File: src/rtl/mem_stage_lsu_pkg.sv
// Shared definitions for the memory stage: load-op encodings and bus-width helpers.
package mem_stage_lsu_pkg;

  typedef enum logic [2:0] {
    LD_B   = 3'b000,
    LD_H   = 3'b001,
    LD_W   = 3'b010,
    LD_D   = 3'b011,
    LD_BU  = 3'b100,
    LD_HU  = 3'b101,
    LD_WU  = 3'b110,
    LD_RSV = 3'b111
  } ld_op_e;

  localparam int LD_OP_W = 3;

  // EX->MS bus: res_from_mem, gr_we, dest, ld_op, alu_result, pc
  function automatic int es_bus_wd(input int xlen, input int dest_w);
    return 2 + dest_w + LD_OP_W + 2 * xlen;
  endfunction

  // MS->WB bus: gr_we, dest, final_result, pc
  function automatic int ms_bus_wd(input int xlen, input int dest_w);
    return 1 + dest_w + 2 * xlen;
  endfunction

endpackage

File: src/rtl/mem_stage_lsu_load_align.sv
// Combinational load alignment: selects the addressed lane of a raw memory word
// and sign/zero-extends it to XLEN. Also intended for store-to-load bypass.
module mem_stage_lsu_load_align
  import mem_stage_lsu_pkg::*;
#(
  parameter int XLEN = 64
) (
  input  logic [XLEN-1:0] raw,
  input  logic [2:0]      off,
  input  logic [2:0]      ld_op,
  output logic [XLEN-1:0] data
);

  logic [2:0]  eff_off;
  logic [7:0]  lane_b;
  logic [15:0] lane_h;
  logic [31:0] lane_w;

  // On a 32-bit datapath there is only one word lane, so off[2] is dropped.
  assign eff_off = (XLEN == 64) ? off : {1'b0, off[1:0]};
  assign lane_b  = raw[{eff_off, 3'b000} +: 8];
  assign lane_h  = raw[{eff_off[2:1], 4'b0000} +: 16];
  assign lane_w  = raw[{eff_off[2], 5'b00000} +: 32];

  always_comb begin
    data = raw;
    case (ld_op_e'(ld_op))
      LD_B:    data = XLEN'($signed(lane_b));
      LD_H:    data = XLEN'($signed(lane_h));
      LD_W:    data = XLEN'($signed(lane_w));
      LD_BU:   data = XLEN'(lane_b);
      LD_HU:   data = XLEN'(lane_h);
      LD_WU:   data = (XLEN == 64) ? XLEN'(lane_w) : raw;
      LD_D:    data = raw;
      default: data = raw;
    endcase
  end

endmodule

File: src/rtl/mem_stage_lsu.sv
// Pipeline memory stage with variable-latency load response and a 1-entry response buffer.
// Optional forwarding output enabled by defining MEM_STAGE_FWD_EN.
module mem_stage_lsu
  import mem_stage_lsu_pkg::*;
#(
  parameter  int XLEN            = 64,
  parameter  int DEST_W          = 5,
  localparam int ES_TO_MS_BUS_WD = es_bus_wd(XLEN, DEST_W),
  localparam int MS_TO_WS_BUS_WD = ms_bus_wd(XLEN, DEST_W)
) (
  input  logic                       clk,
  input  logic                       reset,
  input  logic                       ws_allowin,
  output logic                       ms_allowin,
  input  logic                       es_to_ms_valid,
  input  logic [ES_TO_MS_BUS_WD-1:0] es_to_ms_bus,
  output logic                       ms_to_ws_valid,
  output logic [MS_TO_WS_BUS_WD-1:0] ms_to_ws_bus,
  input  logic                       data_rvalid,
  input  logic [XLEN-1:0]            data_rdata
`ifdef MEM_STAGE_FWD_EN
  ,
  output logic [2+DEST_W+XLEN-1:0]   ms_fwd_bus
`endif
);

  logic                       ms_valid;
  logic                       got_resp;
  logic [ES_TO_MS_BUS_WD-1:0] ms_bus;
  logic [XLEN-1:0]            resp_buf;

  logic                       res_from_mem;
  logic                       gr_we;
  logic [DEST_W-1:0]          dest;
  logic [2:0]                 ld_op;
  logic [XLEN-1:0]            alu_result;
  logic [XLEN-1:0]            pc;

  logic                       ms_ready_go;
  logic                       load_pending;
  logic [XLEN-1:0]            raw_word;
  logic [2:0]                 off;
  logic [XLEN-1:0]            load_data;
  logic [XLEN-1:0]            final_result;

  assign pc           = ms_bus[XLEN-1:0];
  assign alu_result   = ms_bus[2*XLEN-1:XLEN];
  assign ld_op        = ms_bus[2*XLEN+2:2*XLEN];
  assign dest         = ms_bus[2*XLEN+3 +: DEST_W];
  assign gr_we        = ms_bus[ES_TO_MS_BUS_WD-2];
  assign res_from_mem = ms_bus[ES_TO_MS_BUS_WD-1];

  // A same-cycle response passes straight through; later ones come from resp_buf.
  assign load_pending   = ms_valid && res_from_mem && !got_resp;
  assign ms_ready_go    = !res_from_mem || got_resp || data_rvalid;
  assign ms_allowin     = !ms_valid || (ms_ready_go && ws_allowin);
  assign ms_to_ws_valid = ms_valid && ms_ready_go;

  always_ff @(posedge clk) begin
    if (reset) begin
      ms_valid <= 1'b0;
      got_resp <= 1'b0;
    end else if (ms_allowin) begin
      ms_valid <= es_to_ms_valid;
      got_resp <= 1'b0;
    end else if (load_pending && data_rvalid) begin
      got_resp <= 1'b1;
    end
  end

  always_ff @(posedge clk) begin
    if (es_to_ms_valid && ms_allowin) begin
      ms_bus <= es_to_ms_bus;
    end
  end

  // Only buffer the response when WB is holding the load in MS.
  always_ff @(posedge clk) begin
    if (load_pending && data_rvalid && !ms_allowin) begin
      resp_buf <= data_rdata;
    end
  end

  assign raw_word = got_resp ? resp_buf : data_rdata;
  assign off      = (XLEN == 64) ? alu_result[2:0] : {1'b0, alu_result[1:0]};

  mem_stage_lsu_load_align #(
    .XLEN (XLEN)
  ) u_load_align (
    .raw   (raw_word),
    .off   (off),
    .ld_op (ld_op),
    .data  (load_data)
  );

  assign final_result = res_from_mem ? load_data : alu_result;
  assign ms_to_ws_bus = {gr_we, dest, final_result, pc};

`ifdef MEM_STAGE_FWD_EN
  assign ms_fwd_bus = {ms_valid && gr_we && (dest != {DEST_W{1'b0}}),
                       ms_ready_go, dest, final_result};
`endif

endmodule
File: config.mk
export PLATFORM = sky130hd
export DESIGN_NAME = mem_stage_lsu
export DESIGN_NICKNAME = d
export VERILOG_FILES = /design/src/rtl/mem_stage_lsu_pkg.sv /design/src/rtl/mem_stage_lsu_load_align.sv /design/src/rtl/mem_stage_lsu.sv
export SDC_FILE = /design/constraint.sdc
export NUM_CORES = 1
export LEC_CHECK = 0
export ABC_AREA = 1
export CELL_PAD_IN_SITES_DETAIL_PLACEMENT = 0
export CELL_PAD_IN_SITES_GLOBAL_PLACEMENT = 2
export CORE_MARGIN = 3
export CORE_UTILIZATION = 27
export DETAILED_ROUTE_END_ITERATION = 8
export PLACE_DENSITY_LB_ADDON = 0.2
export RECOVER_POWER = 50
export SETUP_SLACK_MARGIN = 0.3
export SLEW_MARGIN = 25
export SYNTH_ARGS = -nofsm -noshare
export SYNTH_HDL_FRONTEND = slang
export SYNTH_SLANG_ARGS = --single-unit
File: constraint.sdc
create_clock -name clk -period 9.3 [get_ports clk]
set_clock_uncertainty 0.1 [all_clocks]
set_input_delay 0.93 -clock clk [delete_from_list [all_inputs] [get_ports clk]]
set_output_delay 0.93 -clock clk [all_outputs]
set_load 0.005 [all_outputs]
# --- Yosys cells after proc, flatten, opt, wreduce, memory -nomap -nowiden ---
# Index checks and enable logic that the tools add are counted.
op_classes:
  n_mux: 3
  n_eq_ne: 5
  shifts: 3
  reduce_logical: 16
ops:
  columns: ["operator", "n"]
  rows:
  - ["one-hot mux 64 bit (6 select lines)", 1]
  - ["2-to-1 mux 64 bit", 2]
  - ["variable part select 64 x 7 -> 16 bit", 1]
  - ["variable part select 64 x 7 -> 32 bit", 1]
  - ["variable part select 64 x 7 -> 8 bit", 1]
  - ["equality test 3 bit (second input constant)", 3]
  - ["logical AND 1 bit", 7]
  - ["zero test 1 bit", 4]
  - ["equality test 3 x 1 -> 1 bit (second input constant)", 1]
  - ["equality test 3 x 2 -> 1 bit (second input constant)", 1]
  - ["zero test 3 bit", 1]
  - ["logical OR 1 bit", 3]
  - ["OR reduction 2 bit", 1]
word_totals:
  output_inout_bits: 136
  register_bits: 204

# --- Longest topological paths before layout ---
# Gate-level depths: netlist of run 1.
logic_depth:
  depth_word: 7
  mapped_depth: 12
  mapped_depth_nobuf: 10

# --- Modules after synthesis ---
# A second synthesis of run 1 with hierarchy kept.
unflattened:
  hier_cells: 984
  hier_area_um2: 10665.2
by_module_without_submodules:
  columns: ["module", "instances", "seq_area_each_um2", "cells_per_inst", "area_per_inst_um2"]
  rows:
  - ["mem_stage_lsu", 1, 6105.9, 567, 8378.0]
  - ["mem_stage_lsu_load_align", 1, 0.0, 417, 2287.2]

# --- Worst setup path after synthesis of run 1 ---
# No wires, ideal clock.
synth_timing:
  kind: "input -> register"
  from: "input port data_rvalid"
  to: "register ms_bus[0], enable pin"
  arrival_ps: 7761
  required_ps: 8520
  setup_slack_ps: 758
  stages: 3
  setup_time_ps: 680
  n_path_buf: 0
  path_cell_list: "nand3b_1 nand2_1 a21oi_1"
synth_via:
  elab_chain_cells: 4
synth_lines:
  columns: ["element", "line", "source"]
  rows:
  - ["start, declared", "mem_stage_lsu.sv:19", "input logic data_rvalid,"]
  - ["logical OR 1 bit", "mem_stage_lsu.sv:55", "assign ms_ready_go = !res_from_mem || got_resp || data_rvalid;"]
  - ["logical AND 1 bit", "mem_stage_lsu.sv:56", "assign ms_allowin = !ms_valid || (ms_ready_go && ws_allowin);"]
  - ["logical OR 1 bit", "mem_stage_lsu.sv:56", null]
  - ["logical AND 1 bit", "mem_stage_lsu.sv:72", "if (es_to_ms_valid && ms_allowin) begin"]
  - ["end signal, assigned", "mem_stage_lsu.sv:73", "ms_bus <= es_to_ms_bus;"]
  - ["end, declared", "mem_stage_lsu.sv:29", "logic [ES_TO_MS_BUS_WD-1:0] ms_bus;"]
# No other way between the ends.
# A chain may end at the register's enable or synchronous reset.

# --- Worst setup path after layout of run 1 ---
layout_timing:
  from: "register ms_bus[137]"
  to: "output port ms_to_ws_bus[102]"
layout_via:
  elab_chain_cells: 1
layout_lines:
  columns: ["element", "line", "source"]
  rows:
  - ["2-to-1 mux 64 bit", "mem_stage_lsu.sv:96", "assign final_result = res_from_mem ? load_data : alu_result;"]
  - ["end, declared", "mem_stage_lsu.sv:18", "output logic [MS_TO_WS_BUS_WD-1:0] ms_to_ws_bus,"]
# No other way between the ends.

==> results.json, run 1 <==
{
  "status": "finished with violations",
  "violations": "max-capacitance violations, max-slew violations",
  "critPathKind": "flop to output port",
  "area_growth_pct": 37.9,
  "reg2reg_slack_ns": 4.54,
  "nets": 1591,
  "yosysMostFrequentCell": "nand2_1",
  "dr.pass1.iters": 5,
  "end_kind": "output port",
  "whs_path_depth": 2,
  "ant_nets": 0,
  "hp-start": "ms_valid",
  "antenna_found_initial": 10,
  "fmax_mhz": 171,
  "switching_share_pct": 25.9,
  "placed_area_mm2": 0.0139,
  "synthDistinctLibCells": 27,
  "post_drt_wl_per_cell_um": 21.9,
  "syn-num-nets": 1350,
  "startpoint_type": "flop",
  "slew_headroom_pct": -122,
  "drive_gt1_share_pct": 6.07,
  "drv_cap": 2,
  "synth-simple-area-share_pct": 24.3,
  "cts_tree": "yes",
  "rr_startpoint": "ms_bus[137]",
  "dp.cells": 1875,
  "die-area_mm2": 0.0419,
  "synthTopCellsByCount": "nand2_1 (363), edfxtp_1 (202), nand3_1 (82), buf_4 (78), inv_1 (64)",
  "rsz0062_at_grt": "no",
  "cp_top_family": "buffers and inverters",
  "die_w_um": 205,
  "cellPowerDensity_mw_per_mm2": 164,
  "crit_required_ns": 8.27,
  "p_leak_nw": 5.86,
  "gp_congestion": 0.812,
  "clk_path_buf_depth": 3,
  "synth_top_area_share_pct": 57.0,
  "dp_hpwl_um": 30300,
  "io_pins": 343,
  "drv_slew": 83,
  "drtIter0Drc": 714,
  "cts-resized-gates": 0,
  "synth_compound_area_share_pct": 7.20,
  "grt_pass1_wl_um": 60700,
  "ys_ff_latch": 204,
  "hold_viol": 0,
  "slowest_stage": "clkbuf_1",
  "grt_use_total_pct": 19.6,
  "port_buffers": 342,
  "pwr-share-seq_pct": 44.7,
  "clock-root-buffer": "clkbuf_16",
  "max_slew.worst_pin.slew_ns": 3.33,
  "power.share.clock_pct": 37.9,
  "drc": 0,
  "hold_path_end": "got_resp",
  "r2r_cells": 5,
  "post-route-period-util_pct": 63.0,
  "synth-main-ff-cell": "edfxtp_1",
  "period_minus_slack_ns": 5.86,
  "synth.area.top_cells": "edfxtp_1 (57%), nand2_1 (13%), buf_4 (5.5%)",
  "path_cells": "clkbuf_1, inv_2, buf_4, a21oi_1, nand4_1, nand2_1, inv_1, clkdlybuf4s50_1",
  "instances_no_fill": 1925,
  "finalSetupTns_ns": 0,
  "combPwrFrac_pct": 17.4,
  "worstReg2RegEnd": "ms_bus[111]",
  "rows": 72,
  "cts_inserted_buffers": 25,
  "critPathMaxStageDelay_ns": 2.34,
  "syn_area_per_cell_um2": 9.31,
  "synthXorXnorAreaFrac_pct": 0,
  "cts_setup_buffers": 0,
  "grt-ovfl-total": 0,
  "yosysTopAreaCell": "edfxtp_1",
  "internal_power_mw": 1.78,
  "grt_pass1_vias": 9072,
  "syn_area_mm2": 0.0106,
  "fill_cells": 3949,
  "cts_hold_buffers": 0,
  "synthMuxAreaShare_pct": 0,
  "clk_latency_ns": 0.54,
  "start_util_pct": 27.4,
  "p_switching_mw": 0.623,
  "clock-sinks": 204,
  "synth_top_family_by_area": "simple AND/OR/NAND/NOR gates",
  "finalInstanceArea_mm2": 0.0147,
  "clk_pin_slew_ns": 0.06,
  "vias_per_cell": 4.66,
  "die_h_um": 205,
  "htree_levels": 1,
  "crit_buf_inv": 5,
  "crit_fanout": 72,
  "ys_async_sr_fraction_pct": 0,
  "ys_warn_count": 0,
  "multiInputGateArea_mm2": 0.00337,
  "vias": 8979,
  "setup_viol": 0,
  "wirelength_um": 42200,
  "grt_max_degree": 130,
  "vdd_drop_max_uv": 127,
  "synth_edf_count": 202,
  "synth_cells": 1143,
  "synthAdderAreaFrac_pct": 0,
  "hp-class": "flop to flop",
  "fp.coreArea_mm2": 0.0388,
  "seq_area_mm2": 0.00611,
  "yosysSeqAreaShare_pct": 57.4,
  "crit_arrival_ns": 4.83
}
worst reg2reg max path: stages (launching register included):
cell and delay, ns:
edfxtp_1 0.33, clkbuf_1 2.34, nand3b_1 0.30, nand2_1 0.21
a21oi_1 0.44, buf_12 0.40
placed cells by master (no fill, tap or decap), types with 5 or more instances in the layout:
cell type          n
o21ai_1           20
nor3_1             5
nor2_1            46
inv_1             63
o211ai_1          21
nand4_1           34
buf_4             12
nand2_1          363
clkbuf_16         25
clkbuf_1           6
clkdlybuf4s50_1   82
inv_2              5
and2_1             9
a21oi_1           46
edfxtp_1         202
nand3b_1          11
or2_1              8
clkinv_1          10
diode_2            6
o221ai_1           7
dlygate4sd3_1    260
nand3_1           81
or2_2             32
o21ai_0           39
registers in the layout, indices dropped and copies added, names as in the netlist:
signal,count
got_resp,1
resp_buf,64
ms_bus,138
ms_valid,1
layer usage:
metal  vias to the layer above  GRT usage [%]  routed length, um
met1                      4253           26.0              18000
met3                        63           5.56               3290
met2                       373           31.0              19400
li1                       4286              -                  -
met5                         -              0                 25
met4                         4           6.34               1490
layout make-up:
class	count	area share, %
multi-input cells	728	22.9
flip-flops and latches	204	41.6
inverters	69	1.76
repair buffers	356	24.1
clock buffers	30	4.39
diodes	6	0.102
clock inverters	14	0.690
well taps	518	4.41
per-stage QoR:
stage	power, mW	hold slack (ns)	setup slack (ns)	utilization, %
after detailed placement	1.54	0.467	4.85	35.9
after CTS	2.47	0.481	4.37	37.8
after global placement	1.54	0.474	4.85	35.9
after global routing	2.52	0.506	2.99	37.8
after floorplan	1.29	0.413	0.758	-
final	2.40	0.453	3.44	37.8
kinds of logic (layout without fill, tap and decap cells):
kind of cell    count (synthesis)  count (layout)
compound gates                136             136
flops                         204             204
buf+inv                       211             469
other cells                     0               6
simple gates                  592             592
worst max path at each step:
stage	startpoint	end	cells after the start
global route	ms_bus[137]	ms_to_ws_bus[102]	8
floorplan	data_rvalid	ms_bus[0]	3
detailed placement	data_rdata[47]	ms_to_ws_bus[123]	11
CTS	ms_bus[65]	ms_to_ws_bus[123]	11
finish	ms_bus[137]	ms_to_ws_bus[102]	8
global placement	data_rdata[47]	ms_to_ws_bus[123]	11
power by group through the flow:
| stage | combinational (mW) | clock (mW) | sequential (mW) |
|---|---|---|---|
| floorplan | 0.194 | 0 | 1.10 |
| global placement | 0.445 | 0 | 1.09 |
| detailed placement | 0.444 | 0 | 1.09 |
| CTS | 0.447 | 0.944 | 1.07 |
| global route | 0.458 | 0.983 | 1.08 |
| finish | 0.417 | 0.912 | 1.07 |
Power figures use the tool's default switching activity.
==> run 2: changes to the inputs <==
--- a/config.mk
+++ b/config.mk
@@ -9,7 +9,7 @@
 export CELL_PAD_IN_SITES_DETAIL_PLACEMENT = 0
 export CELL_PAD_IN_SITES_GLOBAL_PLACEMENT = 2
 export CORE_MARGIN = 3
-export CORE_UTILIZATION = 27
+export CORE_UTILIZATION = 25
 export DETAILED_ROUTE_END_ITERATION = 8
 export PLACE_DENSITY_LB_ADDON = 0.2
 export RECOVER_POWER = 50
==> constraint.sdc (replaced) <==
create_clock -name clk -period 4.9 [get_ports clk]
set_clock_uncertainty 0.1 [all_clocks]
set_input_delay 0.49 -clock clk [delete_from_list [all_inputs] [get_ports clk]]
set_output_delay 0.49 -clock clk [all_outputs]
set_load 0.005 [all_outputs]
==> results.json, run 2 (same netlist as run 1, synthesis figures left out) <==
{
  "drv_cap": 1,
  "setup_slack_ns": 0.819,
  "largest_reg_flops": 138,
  "crit_buf_inv": 4,
  "fmax_mhz": 245,
  "critPathKind": "flop to output port",
  "die_h_um": 212,
  "multiInputGateArea_mm2": 0.00338,
  "top_register": "ms_bus",
  "reg.largest.list": "ms_bus: 138 flops, resp_buf: 64 flops",
  "cts_hold_buffers": 0,
  "placed_area_mm2": 0.0140,
  "gp_congestion": 0.777,
  "rr_startpoint": "ms_bus[137]",
  "die-area_mm2": 0.0451,
  "dr.pass1.iters": 5,
  "dp.cells": 1894,
  "hold_slack_ns": 0.410,
  "post_drt_wl_per_cell_um": 22.7,
  "max_slew.worst_pin.slew_ns": 1.63,
  "cp_top_family": "buffers and inverters",
  "post-route-period-util_pct": 83.3,
  "vias": 8986,
  "pre_cts_ws_ns": 1.15,
  "drv_slew": 72,
  "clk_pin_slew_ns": 0.06,
  "hp-start": "reset",
  "startpoint_type": "flop",
  "dp_hpwl_um": 32700,
  "critPathMaxStageDelay_ns": 0.78,
  "port_buffers": 342,
  "grt_pass1_vias": 9016,
  "hold_viol": 0,
  "cts-resized-gates": 0,
  "end_kind": "output port",
  "rsz0062_at_grt": "no",
  "crit_arrival_ns": 3.49,
  "grt_max_degree": 73,
  "period_minus_slack_ns": 4.08,
  "ant_nets": 0,
  "rows": 74,
  "power.total_mw": 4.65,
  "start_util_pct": 25.7,
  "finalSetupTns_ns": 0,
  "fp.coreArea_mm2": 0.0415,
  "hold_path_end": "ms_valid",
  "die_w_um": 212,
  "finalInstanceArea_mm2": 0.0148,
  "clock-sinks": 204,
  "cts_inserted_buffers": 26,
  "fill_cells": 4242,
  "clk_latency_ns": 0.55,
  "cts_tree": "yes",
  "vdd_drop_max_uv": 272,
  "setup_viol": 0,
  "slowest_stage": "edfxtp_1",
  "clock-root-buffer": "clkbuf_16",
  "drc": 0,
  "seq_area_mm2": 0.00611,
  "io_pins": 343,
  "hp-class": "primary input to flop",
  "path_cells": "nand2_1, inv_1, buf_4, a21oi_1, nand4_1, nand2_1, inv_1, clkdlybuf4s50_1",
  "grt_pass1_wl_um": 63100,
  "vias_per_cell": 4.62,
  "drtIter0Drc": 623,
  "utilization_pct": 35.7,
  "area_growth_pct": 39.1,
  "grt-ovfl-total": 0,
  "worstReg2RegEnd": "ms_bus[123]",
  "htree_levels": 1,
  "violations": "max-capacitance violations, max-slew violations",
  "reg2reg_slack_ns": 1.41,
  "layout_commonest_cell": "nand2_1",
  "antenna_found_initial": 14,
  "p_leak_nw": 5.93,
  "r2r_cells": 5,
  "cellPowerDensity_mw_per_mm2": 314,
  "crit_fanout": 24,
  "cts_setup_buffers": 0,
  "wirelength_um": 44200,
  "instances_no_fill": 1946,
  "drive_gt1_share_pct": 7.10,
  "grt_use_total_pct": 19.1,
  "crit_required_ns": 4.31,
  "whs_path_depth": 2,
  "layout_common_cells": "nand2_1 (363), dlygate4sd3_1 (269), edfxtp_1 (202), nand3_1 (81), clkdlybuf4s50_1 (73)",
  "slew_headroom_pct": -8.50,
  "clk_path_buf_depth": 3,
  "nets": 1597,
  "status": "finished with violations"
}
==> run 2: cell types whose count changed in the layout (fill, tap and decap cells not counted), moves of 2 or more <==
cell             change
buf_4                +4
clkinvlp_4           +2
clkinv_2             +5
clkbuf_1             -2
dlygate4sd3_1        +9
clkdlybuf4s50_1      -9
clkinv_1             -5
==> run 2: area by class of cell <==
cell class                 instances  share of cell area, %
antenna                            5                 0.0845
clock buffer                      30                   4.49
clock inverter                    17                  0.921
inverter                          69                   1.75
multi-input combinational        728                   22.8
sequential                       204                   41.2
tap                              532                   4.49
timing repair buffer             361                   24.2
==> run 2: where the power goes <==
part | switching (mW) | leakage, nW | internal, mW
Clock | 0.782 | 0.386 | 1.03
Sequential | 0.0236 | 1.93 | 2.01
Combinational | 0.423 | 3.62 | 0.377
Total | 1.23 | 5.93 | 3.42
==> run 2: how the worst max path moves through the flow <==
stage	to	depth (start not counted)	slack [ns]	from
2_1_floorplan	resp_buf[0]	4	0.70	ms_bus[137]
3_3_place_gp	ms_to_ws_bus[81]	11	1.17	data_rdata[63]
3_5_place_dp	ms_to_ws_bus[86]	11	1.15	data_rdata[55]
4_1_cts	ms_to_ws_bus[125]	8	0.76	ms_bus[129]
5_1_grt	ms_to_ws_bus[100]	8	0.60	ms_bus[129]
6_report	ms_to_ws_bus[125]	8	0.82	ms_bus[129]
==> run 2: per-layer routing <==
layer	routed length [um]	global-route usage, %	share of wire, %
met5	55	0	0.12
met4	957	4.34	2.2
met3	3540	5.80	8.0
met2	20000	29.8	45
met1	19700	26.2	44
==> run 2: worst reg2reg max path, cell delays in order, from the launching register on <==
cell	delay, ns
edfxtp_1	0.39
clkbuf_2	0.90
nand3b_1	0.45
nand2_1	0.15
a21oi_4	0.64
buf_12	0.41
==> run 3: changes to the inputs <==
--- a/config.mk
+++ b/config.mk
@@ -9,7 +9,7 @@
 export CELL_PAD_IN_SITES_DETAIL_PLACEMENT = 0
 export CELL_PAD_IN_SITES_GLOBAL_PLACEMENT = 2
 export CORE_MARGIN = 3
-export CORE_UTILIZATION = 25
+export CORE_UTILIZATION = 27
 export DETAILED_ROUTE_END_ITERATION = 8
 export PLACE_DENSITY_LB_ADDON = 0.2
 export RECOVER_POWER = 50
==> constraint.sdc (replaced) <==
create_clock -name clk -period 4.2 [get_ports clk]
set_clock_uncertainty 0.1 [all_clocks]
set_input_delay 0.42 -clock clk [delete_from_list [all_inputs] [get_ports clk]]
set_output_delay 0.42 -clock clk [all_outputs]
set_load 0.005 [all_outputs]
==> results.json, run 3 (same netlist as run 1, synthesis figures left out) <==
{
  "nets": 1608,
  "grt-ovfl-total": 0,
  "fill_cells": 3906,
  "wirelength_um": 43000,
  "crit_fanout": 39,
  "p_switching_mw": 1.41,
  "hold_viol": 0,
  "setup_viol": 0,
  "multiInputGateArea_mm2": 0.00339,
  "grt_max_degree": 72,
  "clock-sinks": 204,
  "clock-root-buffer": "clkbuf_16",
  "finalSetupTns_ns": 0,
  "layout_common_cells": "nand2_1 (363), dlygate4sd3_1 (270), edfxtp_1 (202), nand3_1 (81), clkdlybuf4s50_1 (72)",
  "clk_latency_ns": 0.56,
  "drtIter0Drc": 729,
  "largest_reg_flops": 138,
  "pwr-share-seq_pct": 44.5,
  "drv_slew": 0,
  "die-area_mm2": 0.0419,
  "drv_cap": 0,
  "ant_nets": 0,
  "htree_levels": 1,
  "top_register": "ms_bus",
  "rsz0062_at_grt": "no",
  "setup_slack_ns": 0.539,
  "dp_hpwl_um": 31300,
  "die_w_um": 205,
  "power.share.clock_pct": 37.9,
  "port_buffers": 342,
  "end_kind": "output port",
  "seq_area_mm2": 0.00611,
  "crit_arrival_ns": 3.14,
  "hold_slack_ns": 0.331,
  "grt_use_total_pct": 20.0,
  "hp-class": "primary input to flop",
  "clk_pin_slew_ns": 0.06,
  "crit_required_ns": 3.68,
  "utilization_pct": 38.5,
  "cts_inserted_buffers": 26,
  "p_leak_nw": 6.00,
  "start_util_pct": 27.4,
  "area_growth_pct": 40.3,
  "reg.largest.list": "ms_bus: 138 flops, resp_buf: 64 flops",
  "rows": 72,
  "io_pins": 343,
  "die_h_um": 205,
  "finalInstanceArea_mm2": 0.0149,
  "vdd_drop_max_uv": 323,
  "status": "complete, no violations",
  "pre_cts_ws_ns": 0.770,
  "startpoint_type": "flop",
  "vias_per_cell": 4.64,
  "fmax_mhz": 273,
  "drc": 0,
  "clk_path_buf_depth": 3,
  "drive_gt1_share_pct": 7.40,
  "antenna_found_initial": 10,
  "gp_congestion": 0.806,
  "slew_headroom_pct": 44.0,
  "grt_pass1_wl_um": 62100,
  "layout_commonest_cell": "nand2_1",
  "post_drt_wl_per_cell_um": 22.1,
  "dr.pass1.iters": 5,
  "cellPowerDensity_mw_per_mm2": 357,
  "fp.coreArea_mm2": 0.0388,
  "critPathKind": "flop to output port",
  "grt_pass1_vias": 9262,
  "post-route-period-util_pct": 87.2,
  "combPwrFrac_pct": 17.6,
  "cts_tree": "yes",
  "vias": 9018,
  "internal_power_mw": 3.93,
  "placed_area_mm2": 0.0141,
  "max_slew.worst_pin.slew_ns": 0.840,
  "period_minus_slack_ns": 3.66,
  "switching_share_pct": 26.4
}
## run 3: cell types whose count changed in the layout (fill, tap and decap cells not counted), sizes merged, moves of 2 or more
cell	before	now
clkinvlp	3	1
buf	18	29
clkinv	13	15
diode	5	8
## run 3: repair_timing
| item | in CTS | in global routing |
|---|---|---|
| pin swaps | 0 | 1 |
| setup buffers | 0 | 2 |
| endpoints found under the hold margin | 0 | 0 |
| hold buffers | 0 | 0 |
| endpoints found under the setup margin | 3 | 4 |
| cloned | 0 | 1 |
| gates resized for setup | 2 | 3 |
## run 3: layout make-up
type | instances | area share [%]
sequential | 204 | 40.9
timing repair buffer | 372 | 25.1
multi-input combinational | 728 | 22.7
clock buffer | 31 | 4.48
tap | 518 | 4.34
inverter | 69 | 1.74
clock inverter | 15 | 0.611
antenna | 8 | 0.134
## run 3: final timing paths
path,from,to,slack (ns),cells past startpoint
setup / recovery,got_resp,ms_to_ws_bus[92],0.54,11
hold / removal,reset,ms_valid,0.33,2
setup reg to reg,ms_bus[137],ms_bus[124],1.76,5
hold reg to reg,ms_valid,got_resp,0.50,2
## run 3: stage by stage
step	power [mW]	instances
finish	5.34	1945
floorplan	2.85	1143
CTS	5.47	1934
global placement	3.43	1888
detailed placement	3.42	1888
global route	5.60	1941
## run 3: routing by layer
layer / share of wire [%] / GRT usage, % / vias up
met5: 0.030 / 0 / -
met4: 2.0 / 4.60 / 2
met3: 7.2 / 5.34 / 46
met2: 48 / 33.0 / 360
met1: 43 / 26.4 / 4287
li1: - / - / 4323
## run 3: worst max-delay path, stage by stage, from the launching register on
cell and delay [ns]:
dfxtp_2 0.35, buf_6 0.29, buf_4 0.38, nand2_1 0.12, nand2_1 0.12, nor2_1 0.07, o21ai_0 0.18, buf_4 0.13
nand3b_1 0.09, nand2_1 0.14, nand2_1 0.10, clkdlybuf4s50_1 0.57
## run 3: power by group through the flow
stage,clock [mW],combinational [mW],sequential (mW)
after floorplan,0,0.430,2.42
after global placement,0,1.01,2.42
after detailed placement,0,1.00,2.42
after CTS,2.09,1.01,2.38
after global routing,2.18,1.03,2.38
final,2.02,0.942,2.37
